### src/rtl/int_ctrl_pkg.sv
// int_pkg: shared sizes, level type, FSM encoding and stack entry
// for the nestable interrupt controller.
package int_pkg;

  localparam int NUM_SRC = 3;
  localparam int DEPTH   = 3;
  localparam int PC_W    = 32;

  localparam logic [PC_W-1:0] VEC_BASE   = 32'h0000_0100;
  localparam logic [PC_W-1:0] VEC_STRIDE = 32'h0000_0010;

  localparam int LVL_W = $clog2(NUM_SRC + 1);
  localparam int DEP_W = $clog2(DEPTH + 1);
  localparam int SRC_W = (NUM_SRC > 1) ? $clog2(NUM_SRC) : 1;

  typedef logic [LVL_W-1:0] lvl_t;
  typedef logic [SRC_W-1:0] src_t;

  typedef logic [1:0] state_t;
  localparam state_t ST_RUN   = 2'd0;
  localparam state_t ST_TAKE  = 2'd1;
  localparam state_t ST_GUARD = 2'd2;

  typedef struct packed {
    logic [PC_W-1:0] pc;
    lvl_t            lvl;
  } stk_t;

  function automatic src_t hi_idx(
    input logic [NUM_SRC-1:0] v
  );
    src_t r;
    r = '0;
    for (int i = 0; i < NUM_SRC; i++)
      if (v[i]) r = SRC_W'(i);
    return r;
  endfunction

endpackage

### src/rtl/int_ctrl_lifo.sv
// int_lifo: shift-register return stack of {pc, lvl} entries;
// the top of stack always lives in slot 0.
module int_lifo
  import int_pkg::*;
#(
  parameter int D = DEPTH
) (
  input  logic                   clk,
  input  logic                   rst,
  input  logic                   push,
  input  logic                   pop,
  input  stk_t                   din,
  output stk_t                   top,
  output logic [$clog2(D+1)-1:0] depth,
  output logic                   full,
  output logic                   empty
);

  localparam int CW = $clog2(D + 1);

  stk_t          mem [D];
  logic [CW-1:0] cnt_q;

  assign full  = (cnt_q == CW'(D));
  assign empty = (cnt_q == '0);
  assign depth = cnt_q;
  assign top   = mem[0];

  always_ff @(posedge clk) begin
    if (rst)
      cnt_q <= '0;
    else if (push && !full)
      cnt_q <= cnt_q + CW'(1);
    else if (pop && !empty)
      cnt_q <= cnt_q - CW'(1);
  end

  always_ff @(posedge clk) begin
    if (push) begin
      mem[0] <= din;
      for (int i = 1; i < D; i++)
        mem[i] <= mem[i-1];
    end else if (pop) begin
      for (int i = 0; i < D - 1; i++)
        mem[i] <= mem[i+1];
    end
  end

endmodule

### src/rtl/int_ctrl.sv
// int_ctrl: nestable interrupt controller beside EX.
// Build with INT_NEST_EN for preemption; default is single-level.
module int_ctrl
  import int_pkg::*;
(
  input  logic               clk,
  input  logic               rst,
  input  logic [NUM_SRC-1:0] irq_i,
  input  logic [NUM_SRC-1:0] clr_i,
  input  logic               int_en_i,
  input  logic               stall_i,
  input  logic [PC_W-1:0]    pc_i,
  input  logic               eret_i,
  output logic               interrupt_o,
  output logic [PC_W-1:0]    vector_o,
  output logic               eret_ack_o,
  output logic [PC_W-1:0]    epc_o,
  output logic [LVL_W-1:0]   level_o,
  output logic [DEP_W-1:0]   depth_o,
  output logic [NUM_SRC-1:0] pending_o
);

`ifdef INT_NEST_EN
  localparam int EFF_D = DEPTH;
`else
  localparam int EFF_D = 1;
`endif
  localparam int EW = $clog2(EFF_D + 1);

  logic [NUM_SRC-1:0] irq_q;
  logic [NUM_SRC-1:0] pend_q;
  state_t             state_q;
  state_t             state_d;
  src_t               src_q;
  logic [PC_W-1:0]    vec_q;
  lvl_t               level_q;
  logic [PC_W-1:0]    epc_q;
  logic               ack_q;

  logic [NUM_SRC-1:0] rise;
  logic [NUM_SRC-1:0] tk_clr;
  src_t               hp;
  lvl_t               cand;
  logic [PC_W-1:0]    vec;
  logic               nest_ok;
  logic               take;
  logic               push;
  logic               pop;

  stk_t               top;
  logic [EW-1:0]      lifo_cnt;
  logic               full;
  logic               empty;

  assign rise = irq_i & ~irq_q;
  assign hp   = hi_idx(pend_q);
  assign cand = (|pend_q) ? lvl_t'(hp) + lvl_t'(1) : '0;
  assign vec  = VEC_BASE + PC_W'(hp) * VEC_STRIDE;

`ifdef INT_NEST_EN
  assign nest_ok = 1'b1;
`else
  assign nest_ok = (level_q == '0);
`endif

  // eret has priority over a new take in the same cycle
  assign take = (state_q == ST_RUN) & int_en_i & ~stall_i
              & ~eret_i & (cand > level_q) & ~full & nest_ok;
  assign pop  = (state_q == ST_RUN) & eret_i & ~empty;
  assign push = (state_q == ST_TAKE);

  assign tk_clr = push ? (NUM_SRC'(1) << src_q) : '0;

  always_comb begin
    state_d = state_q;
    unique case (state_q)
      ST_RUN: begin
        if (pop)       state_d = ST_GUARD;
        else if (take) state_d = ST_TAKE;
      end
      ST_TAKE:  state_d = ST_GUARD;
      ST_GUARD: state_d = ST_RUN;
      default:  state_d = ST_RUN;
    endcase
  end

  always_ff @(posedge clk) begin
    if (rst) begin
      irq_q   <= '0;
      pend_q  <= '0;
      state_q <= ST_RUN;
      src_q   <= '0;
      vec_q   <= '0;
      level_q <= '0;
      epc_q   <= '0;
      ack_q   <= 1'b0;
    end else begin
      irq_q   <= irq_i;
      pend_q  <= (pend_q & ~(clr_i | tk_clr)) | rise;
      state_q <= state_d;
      ack_q   <= pop;
      if (take) begin
        src_q <= hp;
        vec_q <= vec;
      end
      if (push) begin
        level_q <= lvl_t'(src_q) + lvl_t'(1);
      end else if (pop) begin
        level_q <= top.lvl;
        epc_q   <= top.pc;
      end
    end
  end

  int_lifo #(
    .D (EFF_D)
  ) u_lifo (
    .clk   (clk),
    .rst   (rst),
    .push  (push),
    .pop   (pop),
    .din   ('{pc: pc_i, lvl: level_q}),
    .top   (top),
    .depth (lifo_cnt),
    .full  (full),
    .empty (empty)
  );

  assign interrupt_o = push;
  assign vector_o    = vec_q;
  assign eret_ack_o  = ack_q;
  assign epc_o       = epc_q;
  assign level_o     = level_q;
  assign depth_o     = DEP_W'(lifo_cnt);
  assign pending_o   = pend_q;

endmodule

### config.mk
export PLATFORM = sky130hd
export DESIGN_NAME = int_ctrl
export DESIGN_NICKNAME = d
export VERILOG_FILES = /design/src/rtl/int_ctrl_pkg.sv /design/src/rtl/int_ctrl_lifo.sv /design/src/rtl/int_ctrl.sv
export SDC_FILE = /design/constraint.sdc
export NUM_CORES = 1
export LEC_CHECK = 0
export ABC_CLOCK_PERIOD_IN_PS = 1700
export BUFFER_PORTS_ARGS = -buffer_cell sky130_fd_sc_hd__buf_4
export CAP_MARGIN = 20
export CORE_ASPECT_RATIO = 1.5
export CORE_MARGIN = 2
export CORE_UTILIZATION = 41
export CTS_BUF_LIST = sky130_fd_sc_hd__clkbuf_16
export CTS_CLUSTER_SIZE = 10
export DETAILED_ROUTE_END_ITERATION = 16
export PLACE_DENSITY = 0.72
export SLEW_MARGIN = 10
export SYNTH_ARGS = -nofsm -noshare
export SYNTH_HDL_FRONTEND = slang
export SYNTH_SLANG_ARGS = --single-unit
### constraint.sdc
create_clock -name clk -period 1.7 [get_ports clk]
set_input_delay 0 -clock clk [delete_from_list [all_inputs] [get_ports clk]]
set_output_delay 0 -clock clk [all_outputs]
set_load 0.02 [all_outputs]
* Word-level counts from Yosys, hierarchy flattened
Memories as Yosys holds them, arrays and structs flattened. Index checks and enable logic that the tools add are counted.
Storage, ports and cells: RAM bits 34, register bits 78, input bits 43, memories 1, word-level logic and storage cells 59
Operators by class: reduce and logical (&&, ||, !) cells 9, mux-type cells 13, shifts and indexed selects 1, magnitude comparators 1, add/subtract/negate cells 5, bitwise logic cells 18, eq/ne operators 2
Memory list:
- u_lifo.mem | depth 1, bits a word 34, rd ports 1, clocked after Yosys merged registers in 0, wr ports 1, line int_ctrl_lifo.sv:21 | stk_t mem [D];
Operators with widths (count):
- $mux W2 | 6
- $add A9 B6 Y10 const A | 1
- $and A1 B1 Y1 | 8
- $and A3 B3 Y3 | 2
- $not A3 Y3 | 2
- $or A3 B3 Y3 | 2
- $mux W1 | 5
- $add A2 B1 Y2 const B | 2
- $logic_not A2 Y1 | 2
- $not A1 Y1 | 4
- $pmux W2 S2 | 1
- $reduce_bool A2 Y1 | 2
- $mux W3 | 1
- $ne A3 B2 Y1 const B | 1
- $reduce_or A3 Y1 | 1
- $shl A1 B2 Y3 const A | 1
- $eq A2 B1 Y1 const B | 1
- $gt A2 B2 Y1 | 1
- $logic_and A1 B1 Y1 | 2
- $reduce_and A2 Y1 | 1
- $add A1 B1 Y1 const B | 1
- $logic_not A1 Y1 | 1
- $sub A1 B1 Y1 const B | 1

* Logic depth before layout (Yosys ltp)
depth in word-level cells 11, depth in mapped cells 6, depth with buffers taken out 6

* By module
Synthesis repeated with hierarchy kept, for this count alone.
Second synthesis, totals: cells, all modules 280, area total of the unflattened synthesis 3062.9 um2
Modules (own cells, without submodules):
- int_ctrl | cells an instance 241, seq. area each 920.9 um2, area each 1999.4 um2, instances 1
- int_lifo | cells an instance 39, seq. area each 1041.0 um2, area each 1063.5 um2, instances 1

* Worst setup path after synthesis
No wires, ideal clock.
path type reg2reg, start point reg state_q[1], end point reg pend_q[0] (netlist: pending_o[0]), cell stages (with the launch flop) 5, data arrival time 1.773 ns, clock period less this slack 1.890 ns, path buffers 0, required time 1.583 ns, setup slack -0.190 ns, cell sequence dfxtp_1 > nand2b_1 > inv_1 > nand2_1 > a32o_1
Between the ends: longest elaborated chain between the ends 6
RTL lines:
- start, declared | line int_ctrl.sv:32 | state_t state_q;
- start signal, assigned | line int_ctrl.sv:100 | state_q <= state_d;
- $eq A2 B1 Y1 | line int_ctrl.sv:70 | assign push = (state_q == ST_TAKE);
- net interrupt_o | line int_ctrl.sv:14 | output logic interrupt_o,
- $mux W3 | line int_ctrl.sv:72 | assign tk_clr = push ? (NUM_SRC'(1) << src_q) : '0;
- $or A3 B3 Y3 | line int_ctrl.sv:99 | pend_q <= (pend_q & ~(clr_i | tk_clr)) | rise;
- $not A3 Y3 | line int_ctrl.sv:99
- $and A3 B3 Y3 | line int_ctrl.sv:99
- $or A3 B3 Y3 | line int_ctrl.sv:99
- end signal, assigned | line int_ctrl.sv:99
- end, declared | line int_ctrl.sv:31 | logic [NUM_SRC-1:0] pend_q;
The timed path passes the listed nets, and every way through them passes these cells. A chain may end at the register's enable or synchronous reset.

* Final worst setup path
start point reg state_q[1], end point out interrupt_o
Between the ends: longest elaborated chain between the ends 1
RTL lines (line):
- $eq A2 B1 Y1 | int_ctrl.sv:70
- end, declared | int_ctrl.sv:14
No other way between the ends.

==> results.py <==
metrics = {
    "outcome": {
        "status": "completed",
    },
    "placed_design": {
        "port_buffers": 85,
        "dp_hpwl_um": 3930,
        "place_area_um2": 3570,
        "gp_congestion": 0.770,
    },
    "global_route": {
        "grt_util_all_layers": 0.162,
        "gr-total-overflow": 0,
        "antenna_found_initial": 0,
        "grt_pass1_wl_um": 9590,
        "grt_start_max_net_pins": 34,
        "grt_pass1_vias": 1982,
    },
    "cts": {
        "worst_skew_pair.late_latency_ns": 0.33,
        "cts_inserted_buffers": 9,
        "cts_max_level": 3,
        "cts_setup_buffers": 0,
        "cts_root_buf": "clkbuf_16",
        "clock-sinks": 81,
        "cts_buffer_depth": 2,
        "cts_tree": "done",
        "cts.clk_slew.worst_paths_ns": 0.06,
    },
    "layout": {
        "syn_to_final_growth_pct": 45.9,
        "nFillCells": 539,
        "diodes": 0,
        "fin_area_um2": 4290,
        "drive_above_1_share": 0.321,
        "final_cell_mix": "buf_4, dfxtp_1, dlygate4sd3_1",
        "final_common_cell": "buf_4",
        "nets": 392,
    },
    "logic_synthesis": {
        "yosysWarnings": 0,
        "synthArstFlopShare": 0,
        "syn-cell-area_um2": 2940,
        "seq_area_frac_synth": 0.666,
        "yosysUniqueCellTypes": 32,
        "synth_edf_count": 34,
        "postSynthAreaPerCell_um2": 13.8,
        "netlist_instances": 213,
        "synth-seq-cells": 81,
        "synthFlopType": "dfxtp_1",
    },
    "sta": {
        "hold_violations": 0,
        "fmax_ghz": 0.622,
        "clock_skew_ns": 0.00740,
        "grt_setup_unrepaired": "no",
        "setup_viol": 0,
        "finalCritPeriodShare": 0.946,
        "finalSetupTns_ns": 0,
        "fin_crit_ns": 1.61,
        "maxSlewViolCount": 0,
    },
    "min_path": {
        "worstHoldPathType": "in2reg",
    },
    "routing": {
        "drt-total-wl_um": 6350,
        "initialDrtViolationCount": 119,
        "vias": 2013,
        "routedWlPerCell_um": 14.9,
        "antenna_left": 0,
        "vias_per_cell": 4.71,
        "first_pass_iters": 4,
        "drc": 0,
    },
    "worst_setup_path": {
        "arrival_ns": 1.61,
        "path_buf_inv": 3,
        "start_kind": "flip-flop",
        "crit_required_ns": 1.70,
        "path_max_fanout": 25,
        "critPathTopFamily": "buffers and inverters",
        "endpoint_kind": "output port",
        "path_class": "reg2out",
        "cp_slowest_cell": "dfxtp_1",
        "cpPeakStageDelay_ns": 0.42,
        "path_cells": "nand2b_1 -> clkinvlp_4 -> buf_12 -> buf_4",
    },
    "power": {
        "vdd_drop_max_v": 0.000568,
        "finalPower_mw": 4.50,
        "powerDensity_nw_per_um2": 1050,
        "p_leak_nw": 1.83,
    },
    "job": {
        "max_cap_violations": 0,
    },
    "floorplanning": {
        "initial_utilization": 0.427,
        "die_y_um": 108,
        "num_rows": 37,
        "io_pins": 116,
        "die_x_um": 73.2,
        "die-area_um2": 7890,
        "coreArea_um2": 6900,
    },
}
layer usage:
metal  routed length, um  up-vias  global-route usage
met2                3570       65               0.283
met1                2420      963               0.179
met3                 235        9              0.0346
met4                 127        0              0.0886
li1                    -      976                   -
met5                   0        -                   0
cells in the mapped netlist (all sizes together), types with 2 or more instances:
| master | number | area, um2 |
|---|---|---|
| a22oi | 2 | 15.0 |
| mux2i | 2 | 20.0 |
| o2111ai | 2 | 17.5 |
| dfxtp | 47 | 941 |
| nor4b | 2 | 17.5 |
| nor4 | 2 | 12.5 |
| edfxtp | 34 | 1020 |
| nand2 | 4 | 15.0 |
| nand3 | 2 | 10.0 |
| a21oi | 4 | 20.0 |
| ha | 5 | 62.6 |
| nor3 | 2 | 10.0 |
| a32o | 2 | 20.0 |
| inv | 9 | 33.8 |
| nor2b | 5 | 31.3 |
| nand2b | 4 | 25.0 |
| nor2 | 4 | 22.5 |
| a22o | 32 | 280 |
| buf | 39 | 294 |
registers in the layout, indices dropped and copies added (netlist names):
signal	cells
u_lifo.mem	34
epc_o	32
irq_q	3
pending_o	3
level_o	2
state_q	2
vector_o	2
eret_ack_o	1
src_q	1
u_lifo.depth	1
worst reg2reg max path, stage by stage (launching register included):
cell       delay [ns]
dfxtp_1          0.30
or2_2            0.29
ha_1             0.29
nor2b_1          0.16
o2111ai_2        0.22
and3b_1          0.21
final timing paths:
| check | start | to | slack (ns) | cells after the start |
|---|---|---|---|---|
| max | state_q[1] | interrupt_o | 0.09 | 4 |
| min | stall_i | vector_o[8] | 0.03 | 4 |
| max reg2reg | pending_o[2] | state_q[0] | 0.12 | 5 |
| min reg2reg | u_lifo.mem[0][32] | epc_o[30] | 0.45 | 1 |
power by group:
part	internal, mW	total, mW	switching (mW)	leakage [nW]
clock network	1.29	2.05	0.766	0.153
logic	0.185	0.374	0.190	0.991
registers	2.06	2.08	0.0169	0.688
total	3.53	4.50	0.973	1.83
cells by family after synthesis:
family                   count (synthesis)  synth area share
AO/OA/AOI/OAI                           45             0.128
other                                    1           0.00127
flip-flops                              81             0.666
buffers and inverters                   49             0.113
adder cells (fa/ha/maj)                  5            0.0212
AND/OR/NAND/NOR                         30            0.0642
multiplexers                             2           0.00680
cell type report:
cell class | count | area (um2) | area share
Tap cell | 78 | 97.6 | 0.0227
Inverter | 9 | 37.5 | 0.00874
Sequential cell | 81 | 1960 | 0.457
Multi-Input combinational cell | 113 | 779 | 0.182
Clock buffer | 9 | 225 | 0.0524
Clock inverter | 7 | 93.8 | 0.0219
Timing Repair Buffer | 130 | 1100 | 0.256
metrics by stage:
stage | utilization | hold slack [ns] | instances | worst slack, ns
final | 0.623 | 0.0290 | 427 | 0.0913
after global routing | 0.623 | 0.0505 | 427 | 0.00890
after CTS | 0.620 | 0.0273 | 426 | 0.0267
after detailed placement | 0.517 | 0.179 | 371 | 0.0356
after global placement | 0.517 | 0.179 | 371 | 0.0508
after floorplan | - | 0.0825 | 242 | -0.0168
repair_timing:
| action | CTS | global route |
|---|---|---|
| gates resized for setup | 0 | 2 |
| endpoints found under the hold margin | 40 | 0 |
| hold buffers | 39 | 0 |
| setup endpoints to repair | 0 | 35 |
Note: power is estimated with default switching activity, not from simulation.
